<file path="src/rtl/pipeline_pkg.sv">
// Shared types and constants for the pipeline hazard/stall controller.
package pipeline_pkg;

    typedef enum logic [1:0] {
        ST_RUN     = 2'd0,
        ST_WAIT    = 2'd1,
        ST_TIMEOUT = 2'd2
    } mem_state_t;

    localparam logic [3:0] REG_ZERO = 4'd0;

endpackage

</file>
<file path="src/rtl/hazard_detect.sv">
// Combinational stall/flush decode: memory hold > branch > load-use.
import pipeline_pkg::*;

module hazard_detect (
    input  logic [3:0] rs1_ID,
    input  logic [3:0] rs2_ID,
    input  logic       rs1_used_ID,
    input  logic       rs2_used_ID,
    input  logic [3:0] rd_EX,
    input  logic       mem_read_EX,
    input  logic       invalid_EX,
    input  logic       branch_taken_EX,
    input  logic       mem_req_MEMEX,
    input  logic       mem_ready,
    output logic       mem_hold,
    output logic       stall_IF,
    output logic       stall_ID,
    output logic       stall_EX,
    output logic       stall_MEMEX,
    output logic       flush_ID,
    output logic       flush_EX,
    output logic       flush_WB
);

    logic rd_match;
    logic branch;
    logic load_use;

    assign mem_hold = mem_req_MEMEX && !mem_ready;

    assign rd_match = (rd_EX != REG_ZERO) &&
                      ((rs1_used_ID && (rs1_ID == rd_EX)) ||
                       (rs2_used_ID && (rs2_ID == rd_EX)));

    // Make the three cases mutually exclusive so the decoder is one-hot.
    assign branch   = !mem_hold && branch_taken_EX && !invalid_EX;
    assign load_use = !mem_hold && !branch && mem_read_EX &&
                      !invalid_EX && rd_match;

    always_comb begin
        stall_IF    = 1'b0;
        stall_ID    = 1'b0;
        stall_EX    = 1'b0;
        stall_MEMEX = 1'b0;
        flush_ID    = 1'b0;
        flush_EX    = 1'b0;
        flush_WB    = 1'b0;
        unique case (1'b1)
            mem_hold: begin
                stall_IF    = 1'b1;
                stall_ID    = 1'b1;
                stall_EX    = 1'b1;
                stall_MEMEX = 1'b1;
                flush_WB    = 1'b1;
            end
            branch: begin
                flush_ID = 1'b1;
                flush_EX = 1'b1;
            end
            load_use: begin
                stall_IF = 1'b1;
                stall_ID = 1'b1;
                flush_EX = 1'b1;
            end
            default: ;
        endcase
    end

endmodule

</file>
<file path="src/rtl/pipeline_controller.sv">
// Pipeline controller: hazard decode, memory-wait FSM with timeout,
// and a saturating fetch-stall counter.
import pipeline_pkg::*;

module pipeline_controller #(
    parameter int MEM_TIMEOUT = 255
) (
    input  logic        clk,
    input  logic        rst,
    input  logic [3:0]  rs1_ID,
    input  logic [3:0]  rs2_ID,
    input  logic        rs1_used_ID,
    input  logic        rs2_used_ID,
    input  logic [3:0]  rd_EX,
    input  logic        mem_read_EX,
    input  logic        invalid_EX,
    input  logic        branch_taken_EX,
    input  logic        mem_req_MEMEX,
    input  logic        mem_ready,
    output logic        stall_IF,
    output logic        stall_ID,
    output logic        stall_EX,
    output logic        stall_MEMEX,
    output logic        flush_ID,
    output logic        flush_EX,
    output logic        flush_WB,
    output logic        mem_wait,
    output logic        mem_timeout,
    output logic [31:0] stall_cycles
);

    localparam int CW = $clog2(MEM_TIMEOUT + 1);
    localparam logic [CW-1:0] WAIT_MAX = CW'(MEM_TIMEOUT);

    mem_state_t    state;
    mem_state_t    state_next;
    logic [CW-1:0] wait_count;
    logic [CW-1:0] wait_next;
    logic          timeout_set;

    logic mem_hold;
    logic hd_stall_if;
    logic hd_stall_id;
    logic hd_stall_ex;
    logic hd_stall_mem;
    logic hd_flush_id;
    logic hd_flush_ex;
    logic hd_flush_wb;

    hazard_detect u_hazard (
        .rs1_ID          (rs1_ID),
        .rs2_ID          (rs2_ID),
        .rs1_used_ID     (rs1_used_ID),
        .rs2_used_ID     (rs2_used_ID),
        .rd_EX           (rd_EX),
        .mem_read_EX     (mem_read_EX),
        .invalid_EX      (invalid_EX),
        .branch_taken_EX (branch_taken_EX),
        .mem_req_MEMEX   (mem_req_MEMEX),
        .mem_ready       (mem_ready),
        .mem_hold        (mem_hold),
        .stall_IF        (hd_stall_if),
        .stall_ID        (hd_stall_id),
        .stall_EX        (hd_stall_ex),
        .stall_MEMEX     (hd_stall_mem),
        .flush_ID        (hd_flush_id),
        .flush_EX        (hd_flush_ex),
        .flush_WB        (hd_flush_wb)
    );

    // Stage controls are forced quiet while reset is asserted.
    assign stall_IF    = hd_stall_if  && !rst;
    assign stall_ID    = hd_stall_id  && !rst;
    assign stall_EX    = hd_stall_ex  && !rst;
    assign stall_MEMEX = hd_stall_mem && !rst;
    assign flush_ID    = hd_flush_id  && !rst;
    assign flush_EX    = hd_flush_ex  && !rst;
    assign flush_WB    = hd_flush_wb  && !rst;

    assign mem_wait = (state != ST_RUN);

    always_comb begin
        state_next  = state;
        wait_next   = wait_count;
        timeout_set = 1'b0;
        unique case (state)
            ST_RUN: begin
                if (mem_hold) begin
                    state_next = ST_WAIT;
                    wait_next  = '0;
                end
            end
            ST_WAIT: begin
                if (wait_count != WAIT_MAX) begin
                    wait_next = wait_count + 1'b1;
                end
                if (mem_ready || !mem_req_MEMEX) begin
                    state_next = ST_RUN;
                end else if (wait_next == WAIT_MAX) begin
                    state_next  = ST_TIMEOUT;
                    timeout_set = 1'b1;
                end
            end
            ST_TIMEOUT: begin
                if (mem_ready) begin
                    state_next = ST_RUN;
                end
            end
            default: state_next = ST_RUN;
        endcase
    end

    always_ff @(posedge clk or posedge rst) begin
        if (rst) begin
            state       <= ST_RUN;
            wait_count  <= '0;
            mem_timeout <= 1'b0;
        end else begin
            state      <= state_next;
            wait_count <= wait_next;
            if (timeout_set) begin
                mem_timeout <= 1'b1;
            end
        end
    end

    always_ff @(posedge clk or posedge rst) begin
        if (rst) begin
            stall_cycles <= '0;
        end else if (stall_IF && (stall_cycles != 32'hFFFF_FFFF)) begin
            stall_cycles <= stall_cycles + 32'd1;
        end
    end

endmodule

</file>
<file path="config.mk">
export PLATFORM = sky130hd
export DESIGN_NAME = pipeline_controller
export DESIGN_NICKNAME = d
export VERILOG_FILES = /design/src/rtl/pipeline_pkg.sv /design/src/rtl/hazard_detect.sv /design/src/rtl/pipeline_controller.sv
export SDC_FILE = /design/constraint.sdc
export NUM_CORES = 1
export LEC_CHECK = 0
export CAP_MARGIN = 10
export CELL_PAD_IN_SITES_DETAIL_PLACEMENT = 1
export CELL_PAD_IN_SITES_GLOBAL_PLACEMENT = 1
export CORE_MARGIN = 10
export CORE_UTILIZATION = 38
export DETAILED_ROUTE_END_ITERATION = 6
export GPL_TIMING_DRIVEN = 0
export PLACE_DENSITY = 0.86
export SETUP_SLACK_MARGIN = 0.5
export SLEW_MARGIN = 20
export SYNTH_ARGS = -nofsm -noshare
export SYNTH_HDL_FRONTEND = slang
export SYNTH_HIERARCHICAL = 1
export SYNTH_SLANG_ARGS = --single-unit
</file>
<file path="constraint.sdc">
create_clock -name clk -period 2.2 [get_ports clk]
set_clock_uncertainty 0.05 [all_clocks]
set_input_delay 0.22 -clock clk [delete_from_list [all_inputs] [get_ports clk]]
set_output_delay 0.22 -clock clk [all_outputs]
set_load 0.005 [all_outputs]
</file>
---- Yosys cells after proc, flatten, opt, wreduce, memory -nomap -nowiden ----
Index checks and enable logic that the tools add are counted.
word-level totals
  register bits after elaboration ......... 43
  output and inout bits ................... 41
  word-level logic and storage cells ...... 63
cells by class
  $add $sub $neg .......................... 2
  eq/ne operators ......................... 10
  multiplexer cells ....................... 16
  reductions and logical operators ........ 31
operator list
  operator               number
  $add 32x1->32 const B  1
  $ne 32x32->1 const B   1
  $mux 8                 3
  $pmux 8 s2             1
  $logic_and 1x1->1      15
  $add 8x1->8 const B    1
  $eq 4x4->1             2
  $eq 8x8->1 const B     1
  $mux 2                 4
  $ne 8x8->1 const B     1
  $mux 1                 7
  $logic_not 1->1        6
  $pmux 2 s3             1
  $reduce_bool 2->1      2
  $reduce_bool 4->1      1
  $reduce_or 2->1        2
  $ne 3x3->1 const B     1
  $reduce_and 3->1       1
  $eq 2x1->1 const B     1
  $eq 2x2->1 const B     1
  $logic_not 2->1        1
  $logic_or 1x1->1       2
  $ne 2x1->1 const B     1
  $ne 2x2->1 const B     1
  $reduce_and 2->1       1

---- Longest topological paths before layout ----
  depth in word-level cells ............... 14
  gate-level depth with buffers ........... 12

---- Hierarchy ----
Netlist, hierarchy kept.
by module, submodules not included
  module               times used  cells an instance  area an instance (um^2)  seq. area each (um^2)
  pipeline_controller  1           243                2,384.8                  1,076.0
  hazard_detect        1           25                 178.9                    0.0

---- Least setup slack after synthesis ----
OpenSTA, ideal clock, no wires.
  kind .................................... input-to-reg
  start point ............................. input rd_EX[0]
  end point ............................... register stall_cycles[18]
  setup time .............................. 125 ps
  arrival time ............................ 1,880 ps
  data required time ...................... 2,025 ps
  slack ................................... 145 ps
  cell stages on the path ................. 12
  path through ............................ xor2_1 > nor3_1 > nand4_1 > o21ai_2 > a21o_1 > buf_4 > nand2b_1 > inv_1 > nand2_1 > nor3_2 > nand4_1 > mux2_2
on the way
  longest elaborated chain between the ends .. 9
RTL lines
  element                                      line                                      source
  from (decl)                                  pipeline_controller.sv:14                 input logic [3:0] rd_EX,
  $eq 4x4->1, on equally long branches         hazard_detect.sv:32, hazard_detect.sv:33
  $logic_and 1x1->1, on equally long branches  hazard_detect.sv:32, hazard_detect.sv:33
  $logic_or 1x1->1                             hazard_detect.sv:32                       ((rs1_used_ID && (rs1_ID == rd_EX)) ||
  $logic_and 1x1->1 *                          hazard_detect.sv:31                       assign rd_match = (rd_EX != REG_ZERO) &&
  $logic_and 1x1->1 *                          hazard_detect.sv:38                       !invalid_EX && rd_match;
  $reduce_or 2->1 (no line) *                  -
  $mux 1 *                                     -
  net hd_stall_id                              pipeline_controller.sv:43                 logic hd_stall_id;
  $logic_and 1x1->1 *                          pipeline_controller.sv:72                 assign stall_IF = hd_stall_if && !rst;
  net stall_IF                                 pipeline_controller.sv:20                 output logic stall_IF,
  $logic_and 1x1->1 *                          pipeline_controller.sv:130                end else if (stall_IF && (stall_cycles != 32'hFFFF_FFFF)) begin
  to (signal assigned)                         pipeline_controller.sv:131                stall_cycles <= stall_cycles + 32'd1;
  to (decl)                                    pipeline_controller.sv:29                 output logic [31:0] stall_cycles
The timed path passes the listed nets; every way through them passes the cells marked *.
A chain may end at the register's enable or synchronous reset.

---- Final worst setup path ----
  start point ............................. input rs1_ID[2]
  end point ............................... register stall_cycles[19]
on the way
  longest elaborated chain between the ends .. 9
RTL lines
  element                    line                        source
  from (decl)                pipeline_controller.sv:10   input logic [3:0] rs1_ID,
  $eq 4x4->1                 hazard_detect.sv:32
  $logic_and 1x1->1          hazard_detect.sv:32
  $logic_or 1x1->1           hazard_detect.sv:32
  $logic_and 1x1->1          hazard_detect.sv:31
  $logic_and 1x1->1          hazard_detect.sv:38
  $reduce_or 2->1 (no line)  -
  $mux 1                     -
  net hd_stall_id            pipeline_controller.sv:43
  $logic_and 1x1->1          pipeline_controller.sv:72
  $logic_and 1x1->1          pipeline_controller.sv:130
The timed path passes the listed nets, and every way through them passes these cells.

==> results.toml <==
[layout]
area_delta_synth_final_pct = 74.0
drive_above_1_share = 0.446
fin_util = 0.691
nFillCells = 659
fin_area_sq_um = 4460
fin_nets = 418
final_cells = 473

[routing]
drc = 0
via_per_inst = 6.13
routedWlPerCell_um = 29.6
drt_iter0_markers = 257
num_vias = 2898
ant_nets = 0
finalWirelength_mm = 14.0
drt-pass1-iter-count = 4

[synthesis]
synth_top_area_frac = 0.420
netlist_instances = 268
synth_top_cell_by_area = "dfrtp_1"
ys_seq_area_frac = 0.420
synth.net_count = 291
synth.distinct_cells = 50
synth_area_leaders = "dfrtp_1 (42%), xor2_1 (7.2%), xnor2_1 (5.1%)"
avgSynthCellArea_sq_um = 9.57
ys_seq_elements = 43
synth-edff-count = 0
ys.flop_type = "dfrtp_1"
synthArstFlopShare = 1.00
yosys_warnings = 6
syn_area_sq_um = 2560

[floorplanning]
core_sq_um = 6460
io_pins = 62
start_util = 0.397
fp.dieH_um = 102
die-area_sq_um = 10400
die_x_um = 102
rows = 29

[power_and_ir_drop]
internal_power_w = 0.00150
p_leak_nw = 2.08
switching_share = 0.315
pwr-share-clk = 0.298
powerDensity_nw_per_um2 = 492
switchingPower_w = 0.000691
vdd_drop_max_uv = 626
p_comb_frac = 0.268
pwr-share-seq = 0.434
power_w = 0.00220

[worst_setup_path]
r2r_setup_slack_ns = 0.04
criticalPathCategory = "in2reg"
cp.required_ns = 2.38
path_common_cell = "buf_6"
slowest_delay_ns = 0.29
crit_path_end_kind = "register"
r2r_start = "stall_cycles[2]"
reg2reg_to = "stall_cycles[19]"
cp_max_fo = 4
critical_path.top_delay_family = "simple AND/OR/NAND/NOR gates"
rr_worst_depth = 6
cp_num_buf_inv = 3
path_cells = "buf_6, xor2_2, nor3_2, nand4_1, o21ai_2, a21o_1, buf_6, nand2b_4, nor2_4, nand2_4, buf_4, nor4_2, a2bb2oi_1"
cp_slowest_cell = "nor4_2"
startpoint_type = "input pin"
critPathArrivalTime_ns = 2.42

[clock_network]
cts_buffers = 5
clkTransAtPathRegs_ns = 0.10
clock_sinks = 43
root_buffer = "clkbuf_8"
clk_latency_ns = 0.32
cts_tree = "built"
clockBufferDepth = 2
cts_max_level = 2

[timing]
tightestPinTransition_ns = 0.660
period_share = 1.02
slew_headroom = 0.559
setup_ws_ns = -0.0428
finalHoldViolCount = 0
fmax_mhz = 446
period_minus_slack_ns = 2.24
fin_tns_setup_ns = -0.0755
setup_viol = 3
rsz0062_at_grt = "yes"
slew_violations = 0

[placement]
dp_cells = 407
io_buffers = 61
place_congestion = 0.854
hpwl_mm = 6.01
postPlaceCellArea_sq_um = 3370

[global_routing]
grt_max_degree = 26
grt_overflow_total = 0
grtUsageTotal = 0.220
grt_pass1_vias = 3071
antenna_found_initial = 1
grt_pass1_wl_mm = 17.6

[outcome]
failed_checks = "setup timing"
status = "complete, but fails checks"

[min_path]
hp-class = "in2async"

[run]
cap_violations = 0
[routing by layer]
metal  track usage  share of wire
met5             0              0
met4        0.0976          0.057
met3        0.0439          0.053
met2         0.404           0.53
met1         0.240           0.36
[worst max-delay path by stage]
stage	startpoint	endpoint	slack [ns]	depth (start not counted)
after floorplan	rd_EX[0]	stall_cycles[30]	0.26	12
after global placement	rd_EX[0]	stall_cycles[18]	-0.54	13
after detailed placement	rd_EX[3]	stall_cycles[24]	-0.67	13
after CTS	rd_EX[2]	stall_cycles[28]	0.30	13
after global routing	rs2_ID[3]	stall_cycles[14]	-0.14	13
final	rs1_ID[2]	stall_cycles[19]	-0.04	13
[Yosys cell counts (5+ instances only)]
cell type / instances
a21oi_1: 12
and3_1: 5
clkbuf_1: 5
dfrtp_1: 43
inv_1: 5
nand2_1: 21
nand3_1: 21
nand4_1: 11
nor2_1: 21
nor2b_1: 10
nor3_1: 9
xnor2_1: 15
xor2_1: 21
[power by group through the flow]
| stage | Combinational [W] | Sequential (W) | Clock, W |
|---|---|---|---|
| after floorplan | 0.000191 | 0.000943 | 0 |
| after global placement | 0.000371 | 0.000954 | 0 |
| after detailed placement | 0.000394 | 0.000958 | 0 |
| after CTS | 0.000502 | 0.000928 | 0.000611 |
| after global routing | 0.000621 | 0.000959 | 0.000689 |
| final | 0.000588 | 0.000954 | 0.000653 |
[final cells by class]
type                            count  area (sq um)  area share
Antenna cell                        1          2.50    0.000561
Buffer                             11          96.3      0.0216
Clock buffer                        6          72.6      0.0163
Clock inverter                      1          30.0     0.00673
Inverter                            5          21.3     0.00477
Multi-Input combinational cell    210          1940       0.434
Sequential cell                    43          1090       0.245
Tap cell                           77          96.3      0.0216
Timing Repair Buffer              119          1120       0.250
[timing repair]
item,CTS,global route
pin swaps,50,27
resized for setup,149,49
buffers inserted,42,15
setup endpoints to repair,48,50
hold buffers,0,0
cloned,1,0
[per-stage QoR]
stage | setup slack, ns | hold slack, ns
after floorplan | 0.260 | 0.343
after global placement | -0.537 | 0.423
after detailed placement | -0.669 | 0.432
after CTS | 0.297 | 0.217
after global routing | -0.141 | 0.314
final | -0.0428 | 0.287
[sequential cells by signal, indices dropped and copies added (netlist names)]
| name | count |
|---|---|
| state | 2 |
| stall_cycles | 32 |
| wait_count | 8 |
| mem_timeout | 1 |
[kinds of logic (layout without fill, tap and decap cells)]
logic type               after synthesis  after routing  share of synthesized area
multiplexers                           6              6                     0.0254
adder cells (fa/ha/maj)                2              2                    0.00976
flip-flops                            43             43                      0.420
AND/OR/NAND/NOR                      132            133                      0.304
XOR/XNOR                              36             36                      0.123
AO/OA/AOI/OAI                         33             33                     0.0878
other                                  0              1                          0
buffers and inverters                 16            142                     0.0303
[cell usage in the layout, fill, tap and decap left out, types with 3 or more instances in the layout]
cell             instances
buf_8                    4
nor2b_1                  8
mux2_2                   3
a21oi_1                  9
xnor2_2                  4
clkdlybuf4s50_1         34
nor3_4                   8
nor4_4                   5
a31oi_1                  3
nand3_2                  4
clkbuf_8                 6
nand3_1                 15
nor2_4                   6
buf_2                    5
nor2_1                  12
nand4_1                 11
nand2_4                  4
nand2_1                 16
inv_1                    3
and3_1                   4
dlymetal6s2s_1           3
xnor2_1                 11
clkbuf_2                 3
dfrtp_2                 12
a22o_1                   4
dlygate4sd2_1            8
buf_6                   19
xor2_1                  20
buf_4                   46
dfrtp_1                 31
nor2_2                   4
clkdlybuf4s15_1          4
No activity file was read; power rests on OpenSTA's default activity.
